File: config.mk
export PLATFORM = sky130hd
export DESIGN_NAME = rv_pipe_ctrl
export DESIGN_NICKNAME = d
export VERILOG_FILES = /design/src/rtl/rv_pkg.sv /design/src/rtl/rv_hazard_detect.sv /design/src/rtl/rv_pipe_ctrl.sv
export SDC_FILE = /design/constraint.sdc
export NUM_CORES = 1
export LEC_CHECK = 0
export CELL_PAD_IN_SITES_DETAIL_PLACEMENT = 1
export CELL_PAD_IN_SITES_GLOBAL_PLACEMENT = 1
export CORE_UTILIZATION = 43
export CTS_BUF_LIST = sky130_fd_sc_hd__clkbuf_8
export DETAILED_ROUTE_END_ITERATION = 8
export DONT_BUFFER_PORTS = 1
export PLACE_DENSITY = 0.86
export SYNTH_ARGS = -nofsm -noshare
export SYNTH_HDL_FRONTEND = slang
export SYNTH_SLANG_ARGS = --single-unit
File: constraint.sdc
create_clock -name clk -period 2.2 [get_ports clk]
set_input_delay 0.33 -clock clk [delete_from_list [all_inputs] [get_ports clk]]
set_output_delay 0.33 -clock clk [all_outputs]
set_load 0.02 [all_outputs]
File: src/rtl/rv_pkg.sv
// Shared RV32 decode constants and helpers for the pipeline control slice.
package rv_pkg;

    // Major opcodes the pipeline control needs to recognise
    localparam logic [6:0] OP_R      = 7'b0110011;
    localparam logic [6:0] OP_IMM    = 7'b0010011;
    localparam logic [6:0] OP_LOAD   = 7'b0000011;
    localparam logic [6:0] OP_STORE  = 7'b0100011;
    localparam logic [6:0] OP_BRANCH = 7'b1100011;
    localparam logic [6:0] OP_JAL    = 7'b1101111;
    localparam logic [6:0] OP_JALR   = 7'b1100111;
    localparam logic [6:0] OP_LUI    = 7'b0110111;
    localparam logic [6:0] OP_AUIPC  = 7'b0010111;

    // addi x0, x0, 0
    localparam logic [31:0] NOP_DEFAULT = 32'h0000_0013;

    // X-stage operand source
    typedef enum logic [1:0] {
        FWD_RF  = 2'd0,
        FWD_MEM = 2'd1,
        FWD_WB  = 2'd2
    } fwd_sel_e;

    function automatic logic [4:0] rd_of(input logic [31:0] i);
        return i[11:7];
    endfunction

    function automatic logic [4:0] rs1_of(input logic [31:0] i);
        return i[19:15];
    endfunction

    function automatic logic [4:0] rs2_of(input logic [31:0] i);
        return i[24:20];
    endfunction

    // A write to x0 is architecturally invisible, so it never counts as a producer
    function automatic logic writes_rd(input logic [31:0] i);
        return (i[6:0] inside {OP_R, OP_IMM, OP_LOAD, OP_LUI, OP_AUIPC, OP_JAL, OP_JALR})
               && (i[11:7] != 5'd0);
    endfunction

    function automatic logic uses_rs1(input logic [31:0] i);
        return i[6:0] inside {OP_R, OP_IMM, OP_LOAD, OP_STORE, OP_BRANCH, OP_JALR};
    endfunction

    function automatic logic uses_rs2(input logic [31:0] i);
        return i[6:0] inside {OP_R, OP_STORE, OP_BRANCH};
    endfunction

    function automatic logic is_load(input logic [31:0] i);
        return i[6:0] == OP_LOAD;
    endfunction

    function automatic logic is_mem(input logic [31:0] i);
        return (i[6:0] == OP_LOAD) || (i[6:0] == OP_STORE);
    endfunction

endpackage

File: src/rtl/rv_hazard_detect.sv
// Combinational hazard, flush and forwarding decisions from the current stage contents.
module rv_hazard_detect
    import rv_pkg::*;
#(
    parameter int FWD_EN = 1
) (
    input  logic [31:0] i_d_instr,
    input  logic        i_d_valid,
    input  logic [31:0] i_x_instr,
    input  logic        i_x_valid,
    input  logic [31:0] i_m_instr,
    input  logic        i_m_valid,
    input  logic [31:0] i_w_instr,
    input  logic        i_w_valid,
    input  logic        i_br_taken,
    input  logic        i_dmem_ready,
    output logic        o_mem_wait,
    output logic        o_flush,
    output logic        o_hold,
    output logic        o_pc_stall,
    output logic [1:0]  o_fwd_a_sel,
    output logic [1:0]  o_fwd_b_sel
);

    // Does a valid producer's rd collide with a source the D instruction actually reads?
    function automatic logic d_hit(input logic [31:0] prod, input logic pv, input logic [31:0] d);
        return pv && writes_rd(prod) &&
               ((uses_rs1(d) && rd_of(prod) == rs1_of(d)) ||
                (uses_rs2(d) && rd_of(prod) == rs2_of(d)));
    endfunction

    // Youngest producer wins: M before W; x0 is never bypassed
    function automatic logic [1:0] fwd_pick(input logic [4:0] rs,
                                            input logic [31:0] mi, input logic mv,
                                            input logic [31:0] wi, input logic wv);
        if (rs == 5'd0)                                 return FWD_RF;
        if (mv && writes_rd(mi) && rd_of(mi) == rs)     return FWD_MEM;
        if (wv && writes_rd(wi) && rd_of(wi) == rs)     return FWD_WB;
        return FWD_RF;
    endfunction

    logic w_hit_x, w_hit_m, w_hit_w, w_raw;

    assign w_hit_x = i_d_valid && d_hit(i_x_instr, i_x_valid, i_d_instr);
    assign w_hit_m = i_d_valid && d_hit(i_m_instr, i_m_valid, i_d_instr);
    assign w_hit_w = i_d_valid && d_hit(i_w_instr, i_w_valid, i_d_instr);

    // With bypassing only a load in X is too late; without it any in-flight writer blocks D
    assign w_raw = (FWD_EN != 0) ? (w_hit_x && is_load(i_x_instr))
                                 : (w_hit_x || w_hit_m || w_hit_w);

    // Memory wait outranks a redirect, which outranks a data-hazard hold
    assign o_mem_wait = i_m_valid && is_mem(i_m_instr) && !i_dmem_ready;
    assign o_flush    = !o_mem_wait && i_x_valid && i_br_taken;
    assign o_hold     = !o_mem_wait && !o_flush && w_raw;
    assign o_pc_stall = o_mem_wait || o_hold;

    assign o_fwd_a_sel = (FWD_EN != 0) ? fwd_pick(rs1_of(i_x_instr), i_m_instr, i_m_valid,
                                                  i_w_instr, i_w_valid) : FWD_RF;
    assign o_fwd_b_sel = (FWD_EN != 0) ? fwd_pick(rs2_of(i_x_instr), i_m_instr, i_m_valid,
                                                  i_w_instr, i_w_valid) : FWD_RF;

endmodule

File: src/rtl/rv_pipe_ctrl.sv
// Five-stage pipeline control: stage registers, hold/bubble sequencing and perf counters.
module rv_pipe_ctrl
    import rv_pkg::*;
#(
    parameter int          XLEN      = 32,
    parameter int          FWD_EN    = 1,
    parameter logic [31:0] NOP_INSTR = NOP_DEFAULT,
    parameter int          CNT_W     = 16
) (
    input  logic             clk,
    input  logic             rst,
    input  logic [XLEN-1:0]  f_pc,
    input  logic [31:0]      f_instr,
    input  logic             br_taken,
    input  logic             dmem_ready,
    output logic             pc_stall,
    output logic [XLEN-1:0]  d_pc,
    output logic [XLEN-1:0]  x_pc,
    output logic [XLEN-1:0]  m_pc,
    output logic [31:0]      d_instr,
    output logic [31:0]      x_instr,
    output logic [31:0]      m_instr,
    output logic [31:0]      w_instr,
    output logic             d_valid,
    output logic             x_valid,
    output logic             m_valid,
    output logic             w_valid,
    output logic [1:0]       fwd_a_sel,
    output logic [1:0]       fwd_b_sel,
    output logic [CNT_W-1:0] stall_cnt,
    output logic [CNT_W-1:0] flush_cnt
);

    logic [XLEN-1:0]  r_d_pc, r_x_pc, r_m_pc;
    logic [31:0]      r_d_instr, r_x_instr, r_m_instr, r_w_instr;
    logic             r_d_valid, r_x_valid, r_m_valid, r_w_valid;
    logic [CNT_W-1:0] r_stall_cnt, r_flush_cnt;

    logic w_mem_wait, w_flush, w_hold, w_pc_stall;

    rv_hazard_detect #(.FWD_EN(FWD_EN)) u_hazard (
        .i_d_instr    (r_d_instr),
        .i_d_valid    (r_d_valid),
        .i_x_instr    (r_x_instr),
        .i_x_valid    (r_x_valid),
        .i_m_instr    (r_m_instr),
        .i_m_valid    (r_m_valid),
        .i_w_instr    (r_w_instr),
        .i_w_valid    (r_w_valid),
        .i_br_taken   (br_taken),
        .i_dmem_ready (dmem_ready),
        .o_mem_wait   (w_mem_wait),
        .o_flush      (w_flush),
        .o_hold       (w_hold),
        .o_pc_stall   (w_pc_stall),
        .o_fwd_a_sel  (fwd_a_sel),
        .o_fwd_b_sel  (fwd_b_sel)
    );

    // Stage advance: a memory wait freezes D/X/M and drains W; otherwise M and W always
    // move, X takes a bubble on flush or hold, D takes a bubble on flush and freezes on hold.
    // Bubbled stages keep their old PC.
    always_ff @(posedge clk) begin
        if (rst) begin
            r_d_pc    <= '0;         r_x_pc    <= '0;         r_m_pc    <= '0;
            r_d_instr <= NOP_INSTR;  r_x_instr <= NOP_INSTR;
            r_m_instr <= NOP_INSTR;  r_w_instr <= NOP_INSTR;
            r_d_valid <= 1'b0;       r_x_valid <= 1'b0;
            r_m_valid <= 1'b0;       r_w_valid <= 1'b0;
        end else if (w_mem_wait) begin
            r_w_instr <= NOP_INSTR;
            r_w_valid <= 1'b0;
        end else begin
            r_w_instr <= r_m_instr;
            r_w_valid <= r_m_valid;
            r_m_pc    <= r_x_pc;
            r_m_instr <= r_x_instr;
            r_m_valid <= r_x_valid;
            if (w_flush || w_hold) begin
                r_x_instr <= NOP_INSTR;
                r_x_valid <= 1'b0;
            end else begin
                r_x_pc    <= r_d_pc;
                r_x_instr <= r_d_instr;
                r_x_valid <= r_d_valid;
            end
            if (w_flush) begin
                r_d_instr <= NOP_INSTR;
                r_d_valid <= 1'b0;
            end else if (!w_hold) begin
                r_d_pc    <= f_pc;
                r_d_instr <= f_instr;
                r_d_valid <= 1'b1;
            end
        end
    end

    // Saturating stall / flush event counters
    always_ff @(posedge clk) begin
        if (rst) begin
            r_stall_cnt <= '0;
            r_flush_cnt <= '0;
        end else begin
            if (w_pc_stall && (r_stall_cnt != '1))
                r_stall_cnt <= r_stall_cnt + CNT_W'(1);
            if (w_flush && (r_flush_cnt != '1))
                r_flush_cnt <= r_flush_cnt + CNT_W'(1);
        end
    end

    assign pc_stall  = w_pc_stall;
    assign d_pc      = r_d_pc;
    assign x_pc      = r_x_pc;
    assign m_pc      = r_m_pc;
    assign d_instr   = r_d_instr;
    assign x_instr   = r_x_instr;
    assign m_instr   = r_m_instr;
    assign w_instr   = r_w_instr;
    assign d_valid   = r_d_valid;
    assign x_valid   = r_x_valid;
    assign m_valid   = r_m_valid;
    assign w_valid   = r_w_valid;
    assign stall_cnt = r_stall_cnt;
    assign flush_cnt = r_flush_cnt;

endmodule

==> results of run 1 <==
-- area by class of cell --
cell class                      instances  area [um2]
Inverter                                9        36.3
Antenna cell                            1        2.50
Timing Repair Buffer                  234        2570
Clock inverter                         18         129
Clock buffer                           58         798
Sequential cell                       260        5240
Multi-Input combinational cell        757        5560
Fill cell                            2235        7140
Tap cell                              280         350
-- kinds of logic after synthesis --
kind of cell / Yosys count / share of synthesized area (%)
AOI/OAI and AO/OA: 222 / 14.8
xor gates and xnor gates: 48 / 4.38
adders and majority gates: 2 / 0.261
buffers and inverters: 81 / 3.51
DFF: 260 / 54.3
muxes: 4 / 0.522
and+or+nand+nor: 480 / 22.2
-- power by group --
part	leakage [uW]	internal [uW]	total [uW]	switching, uW
Combinational	0.00316	509	1090	580
Sequential	0.00213	4880	5260	384
Clock	0.000520	2590	4720	2140
Total	0.00581	7970	11100	3100
-- worst max-delay path: cells and delay by family (launching register included) --
family	cells	cell delay, ps
flip-flops	1	330
buffers and inverters	1	170
AND/OR/NAND/NOR	3	1040
multiplexers	1	300
AO/OA/AOI/OAI	2	720
-- cells in the final DEF, fill, tap and decap left out, types with 34 or more instances in the layout --
| cell type | Yosys | layout |
|---|---|---|
| buf_4 | 0 | 120 |
| buf_6 | 3 | 34 |
| nor2_1 | 103 | 93 |
| nand2_1 | 255 | 172 |
| a21oi_1 | 128 | 66 |
| dlygate4sd3_1 | 0 | 36 |
| a21oi_2 | 0 | 60 |
| a22oi_2 | 0 | 59 |
| clkbuf_8 | 0 | 58 |
| dfxtp_1 | 260 | 247 |
| nand2_4 | 0 | 60 |
-- routing by layer --
metal	vias up	global-route usage [%]	share of wire [%]	wire length, um
met5	-	0	0	0
met4	0	19.6	7.4	3530
met3	246	12.0	9.3	4480
met2	626	60.0	50	24200
met1	4896	33.3	33	15800
li1	4136	-	-	-
-- flip-flops by register name, indices dropped and copies added, names as in the netlist --
name,cells
w_instr,32
m_instr,32
x_valid,1
d_valid,1
flush_cnt,16
stall_cnt,16
m_pc,32
d_instr,32
d_pc,32
x_pc,32
w_valid,1
x_instr,32
m_valid,1
-- Yosys cell counts (all sizes together) (11+ instances only) --
| master | number | area [um2] |
|---|---|---|
| a21oi | 128 | 641 |
| a22oi | 59 | 443 |
| and2 | 32 | 200 |
| buf | 13 | 81.3 |
| clkbuf | 59 | 221 |
| dfxtp | 260 | 5200 |
| nand2 | 256 | 963 |
| nand3 | 12 | 60.1 |
| nand4 | 11 | 68.8 |
| nor2 | 103 | 387 |
| nor3 | 14 | 81.3 |
| xnor2 | 29 | 254 |
| xor2 | 19 | 166 |
-- final timing paths --
kind | depth (start not counted) | from | endpoint
max | 7 | x_instr[3] | stall_cnt[6]
max reg2reg | 7 | x_instr[3] | stall_cnt[6]
min | 1 | rst | m_instr[29]
min reg2reg | 2 | m_instr[5] | m_instr[5]
-- through the flow --
| step | instance area, um2 | worst slack, ps | power, uW |
|---|---|---|---|
| after floorplan | 9620 | -43.5 | 5670 |
| final | 14700 | -488 | 11100 |
| after global routing | 14700 | -545 | 11300 |
| after CTS | 13200 | -299 | 10600 |
| after detailed placement | 10800 | -208 | 5890 |
| after global placement | 10800 | -103 | 5850 |
-- repair_timing --
action	in CTS	in global routing
endpoints found under the setup margin	135	193
endpoints found under the hold margin	227	221
setup buffers	29	26
cloned	15	10
pin swaps	86	138
hold buffers	6	30
gates resized for setup	164	263
==> results_dict.tcl, run 1 <==
set metrics [dict create \
    layout.nets 1377 \
    grt_start_max_net_pins 235 \
    avgSynthCellArea_um2 8.74 \
    async_reset_ff_share_pct 0 \
    clockBufferDepth 3 \
    finalCriticalPeriod_ps 2690 \
    cts-htree-levels 2 \
    synth-edff-count 0 \
    cp_cell_sequence "nor4b_1, nand3_1, a2111o_1, buf_6, a211oi_4, and3_4, mux2_4" \
    placed_cells 1441 \
    cap_viol_max_count 0 \
    min_path_type "input pin to flop" \
    grt_usage_pct 33.5 \
    tightest_slew_ps 665 \
    critPathArrivalTime_ps 3130 \
    wl_per_cell_um 29.7 \
    antenna_found_initial 1 \
    peakVddDrop_mv 0.750 \
    postSynthCellCount 1097 \
    reg2reg_setup_slack_ps -490 \
    synth.cell_area_um2 9590 \
    worstSetupEndpointType "flop" \
    final_cells 1617 \
    viasPerCell 6.12 \
    coreArea_um2 21800 \
    cts_sinks 260 \
    totalWireLength_um 48000 \
    dp_hpwl_um 22600 \
    drtIter0Drc 474 \
    area_delta_synth_final_pct 53.1 \
    drcViolationCount 0 \
    ys.flop_type "dfxtp_1" \
    fin_hold_ws_ps -126 \
    drive_above_1_share_pct 41.8 \
    dieArea_um2 22900 \
    grt_pass1_wl_um 57900 \
    ys_seq_elements 260 \
    critPathLaunchType "flop" \
    cts_tree "done" \
    port_buffers 0 \
    setup_viol 172 \
    initial_core_util_pct 43.9 \
    powerDensity_nw_per_um2 754 \
    root_buffer "clkbuf_8" \
    place_congestion 0.885 \
    numCtsBuffers 45 \
    ys_warn_count 0 \
    cp.required_ps 2640 \
    max_freq_mhz 372 \
    clk_pin_slew_ps 70 \
    top_level_ports 333 \
    die_height_um 151 \
    clock_latency_ps 570 \
    hold_violations 55 \
    postRouteAntennaNets 0 \
    overflow 0 \
    dr.pass1.iters 4 \
    die_w_um 151 \
    rsz0062_at_grt "yes" \
    syn_nets 1167 \
    critPathMaxFanout 3 \
    cp_slowest_cell "nor4b_1" \
    fin_crit_sh_pct 122 \
    cellLeakagePower_uw 0.00581 \
    slew_violations 0 \
    crit_type "flop to flop" \
    via_count 9904 \
    synth_seq_area_share_pct 54.3 \
    tns_ps -41050 \
    rows 54 \
    final.setup_skew_ps 55.2 \
    fin_ws_ps -488 \
    grt_pass1_vias 9973 \
    status "complete, but fails checks" \
    netlist-cell-type-count 53 \
    relSlewSlack_pct 55.5 \
    max_stage_delay_ps 520 \
    failed_checks "negative hold slack, negative setup slack" \
    utilization_pct 67.3 \
]
Note: power is estimated with default switching activity, not from simulation.
==> inputs of run 2 (changes only) <==
- PLACE_DENSITY: 0.86 -> default
- PLACE_DENSITY_LB_ADDON: default -> 0.1
==> run 2 against run 1 <==
The flow still finishes with violations (negative hold slack, negative setup slack). Largest power group unchanged. Maximum frequency is 10% higher. Utilization fell by 4.6 points. Clock-buffer cell count shrank 2. Wire length decreased by 26%. Register-to-register slack better by 250 ps. Non-clock buffer count is 49 lower. First-iteration DRC count shrank 27%. Combinational power decreased by 19%. Sequential share of layout area rose by 2.6 points. Highest routed layer unchanged.
==> results_dict.tcl, run 2 (synthesized netlist as in run 1, its figures left out) <==
set metrics [dict create \
    setup_viol 140 \
    n_antenna_cell 0 \
    drtIter0Drc 347 \
    regArea_um2 5240 \
    top_level_ports 333 \
    final.setup_skew_ps 22.7 \
    critPathLaunch "x_instr[9]" \
    max_freq_mhz 410 \
    numCtsBuffers 43 \
    peakVddDrop_mv 0.717 \
    cts_tree "done" \
    fin_hold_ws_ps -134 \
    die_height_um 151 \
    min_path_type "input pin to flop" \
    postRouteAntennaNets 0 \
    clock_latency_ps 540 \
    grt_pass1_vias 8316 \
    relSlewSlack_pct 51.1 \
    multiInputGateArea_um2 5160 \
    fillCellCount 2381 \
    status "complete, but fails checks" \
    mostFrequentLayoutCells "248 x dfxtp_1, 180 x nand2_1, 124 x buf_4" \
    grt_start_max_net_pins 235 \
    drive_above_1_share_pct 37.4 \
    via_count 8752 \
    dpl_cell_area_um2 10800 \
    grt_pass1_wl_um 46300 \
    clk_pin_slew_ps 70 \
    final_cells 1565 \
    placed_cells 1443 \
    design_area_um2 13700 \
    fin_ws_ps -238 \
    layout.nets 1325 \
    final_common_cell "dfxtp_1" \
    tightest_slew_ps 733 \
    crit_type "flop to flop" \
    cp.required_ps 2620 \
    port_buffers 0 \
    cts-htree-levels 2 \
    hold_violations 70 \
    slew_violations 0 \
    dieArea_um2 22900 \
    utilization_pct 62.7 \
    worst_r2r_endpoint "d_instr[18]" \
    antenna_found_initial 0 \
    coreArea_um2 21800 \
    rows 54 \
    dr.pass1.iters 4 \
    critPathArrivalTime_ps 2860 \
    critPathMaxFanout 7 \
    rsz0062_at_grt "yes" \
    powerDensity_nw_per_um2 762 \
    fin_crit_sh_pct 111 \
    overflow 0 \
    ff2ff_path_depth 11 \
    fin_total_pwr_uw 10400 \
    rr_startpoint "x_instr[9]" \
    die_w_um 151 \
    initial_core_util_pct 43.9 \
    crit_end "d_instr[18]" \
    drcViolationCount 0 \
    totalWireLength_um 35400 \
    failed_checks "negative hold slack, negative setup slack" \
    cap_viol_max_count 0 \
    place_congestion 0.820 \
    area_delta_synth_final_pct 42.7 \
    reg2reg_setup_slack_ps -240 \
    dp_slack_ps -160 \
    grt_usage_pct 26.2 \
    wl_per_cell_um 22.6 \
    cellLeakagePower_uw 0.00537 \
    critPathLaunchType "flop" \
    cts_sinks 260 \
    dp_hpwl_um 21300 \
    clockBufferDepth 3 \
    root_buffer "clkbuf_8" \
    viasPerCell 5.59 \
    finalCriticalPeriod_ps 2440 \
    worstSetupEndpointType "flop" \
]
## run 2: cell types whose count changed in the layout (fill, tap and decap cells not counted), sizes merged
| cell | previous run | this run |
|---|---|---|
| clkinv | 4 | 5 |
| bufinv | 2 | 1 |
| diode | 1 | 0 |
| clkinvlp | 1 | 0 |
| a211o | 2 | 1 |
| dlygate4sd3 | 36 | 8 |
| clkbuf | 65 | 71 |
| inv | 20 | 22 |
| buf | 191 | 162 |
## run 2: final cells by class
| type | count | share of cell area (%) |
|---|---|---|
| Multi-Input combinational cell | 756 | 37.7 |
| Clock buffer | 56 | 5.63 |
| Inverter | 9 | 0.265 |
| Sequential cell | 260 | 38.2 |
| Timing Repair Buffer | 185 | 14.8 |
| Tap cell | 280 | 2.56 |
| Clock inverter | 19 | 0.759 |
## run 2: metal layers
metal	vias up	routed length [um]	track usage (%)
met3	66	3080	9.10
met5	-	0	0
met2	344	17500	44.6
li1	4035	-	-
met4	0	935	9.20
met1	4307	13900	30.4
## run 2: how the worst min path moves through the flow
| stage | from | to | depth (start not counted) | slack [ps] |
|---|---|---|---|---|
| 4_1_cts | rst | m_instr[29] | 1 | -170 |
| 5_1_grt | rst | d_instr[28] | 1 | -170 |
| 3_3_place_gp | rst | d_instr[28] | 1 | 410 |
| 3_5_place_dp | rst | m_instr[25] | 1 | 410 |
| 6_report | rst | d_instr[28] | 1 | -130 |
| 2_1_floorplan | f_instr[0] | d_instr[0] | 2 | 460 |
## run 2: critical path: stages (launching register included)
cell and delay [ps]:
dfxtp_4 360, or4_4 550, o21ai_4 180, nor2_4 60, buf_6 130, a211oi_4 230, buf_6 170, buf_6 110
clkbuf_16 140, buf_8 130, a22oi_2 90, nor2_1 180
## run 2: what timing repair did
item	4_1_cts	5_1_grt
hold buffers	5	3
hold endpoints to repair	227	222
pin swaps	31	139
setup endpoints to repair	22	174
buffers inserted	9	12
gates resized for setup	40	257
cloned	4	20
## run 2: through the flow
step / hold slack, ps / setup TNS (ps)
floorplan: 458 / -51.9
global placement: 414 / -219
detailed placement: 412 / -1270
CTS: -165 / -2780
global route: -166 / -19790
finish: -134 / -11700
## run 2: report_power, final
part           switching [uW]  internal [uW]
logic                     451            434
clock network            1930           2390
registers                 350           4880
total                    2730           7700
==> inputs of run 3 (changes only) <==
- SLEW_MARGIN: default -> 0
==> results of run 3 <==
No change in the layout: final DEF, timing and power equal those of run 2.
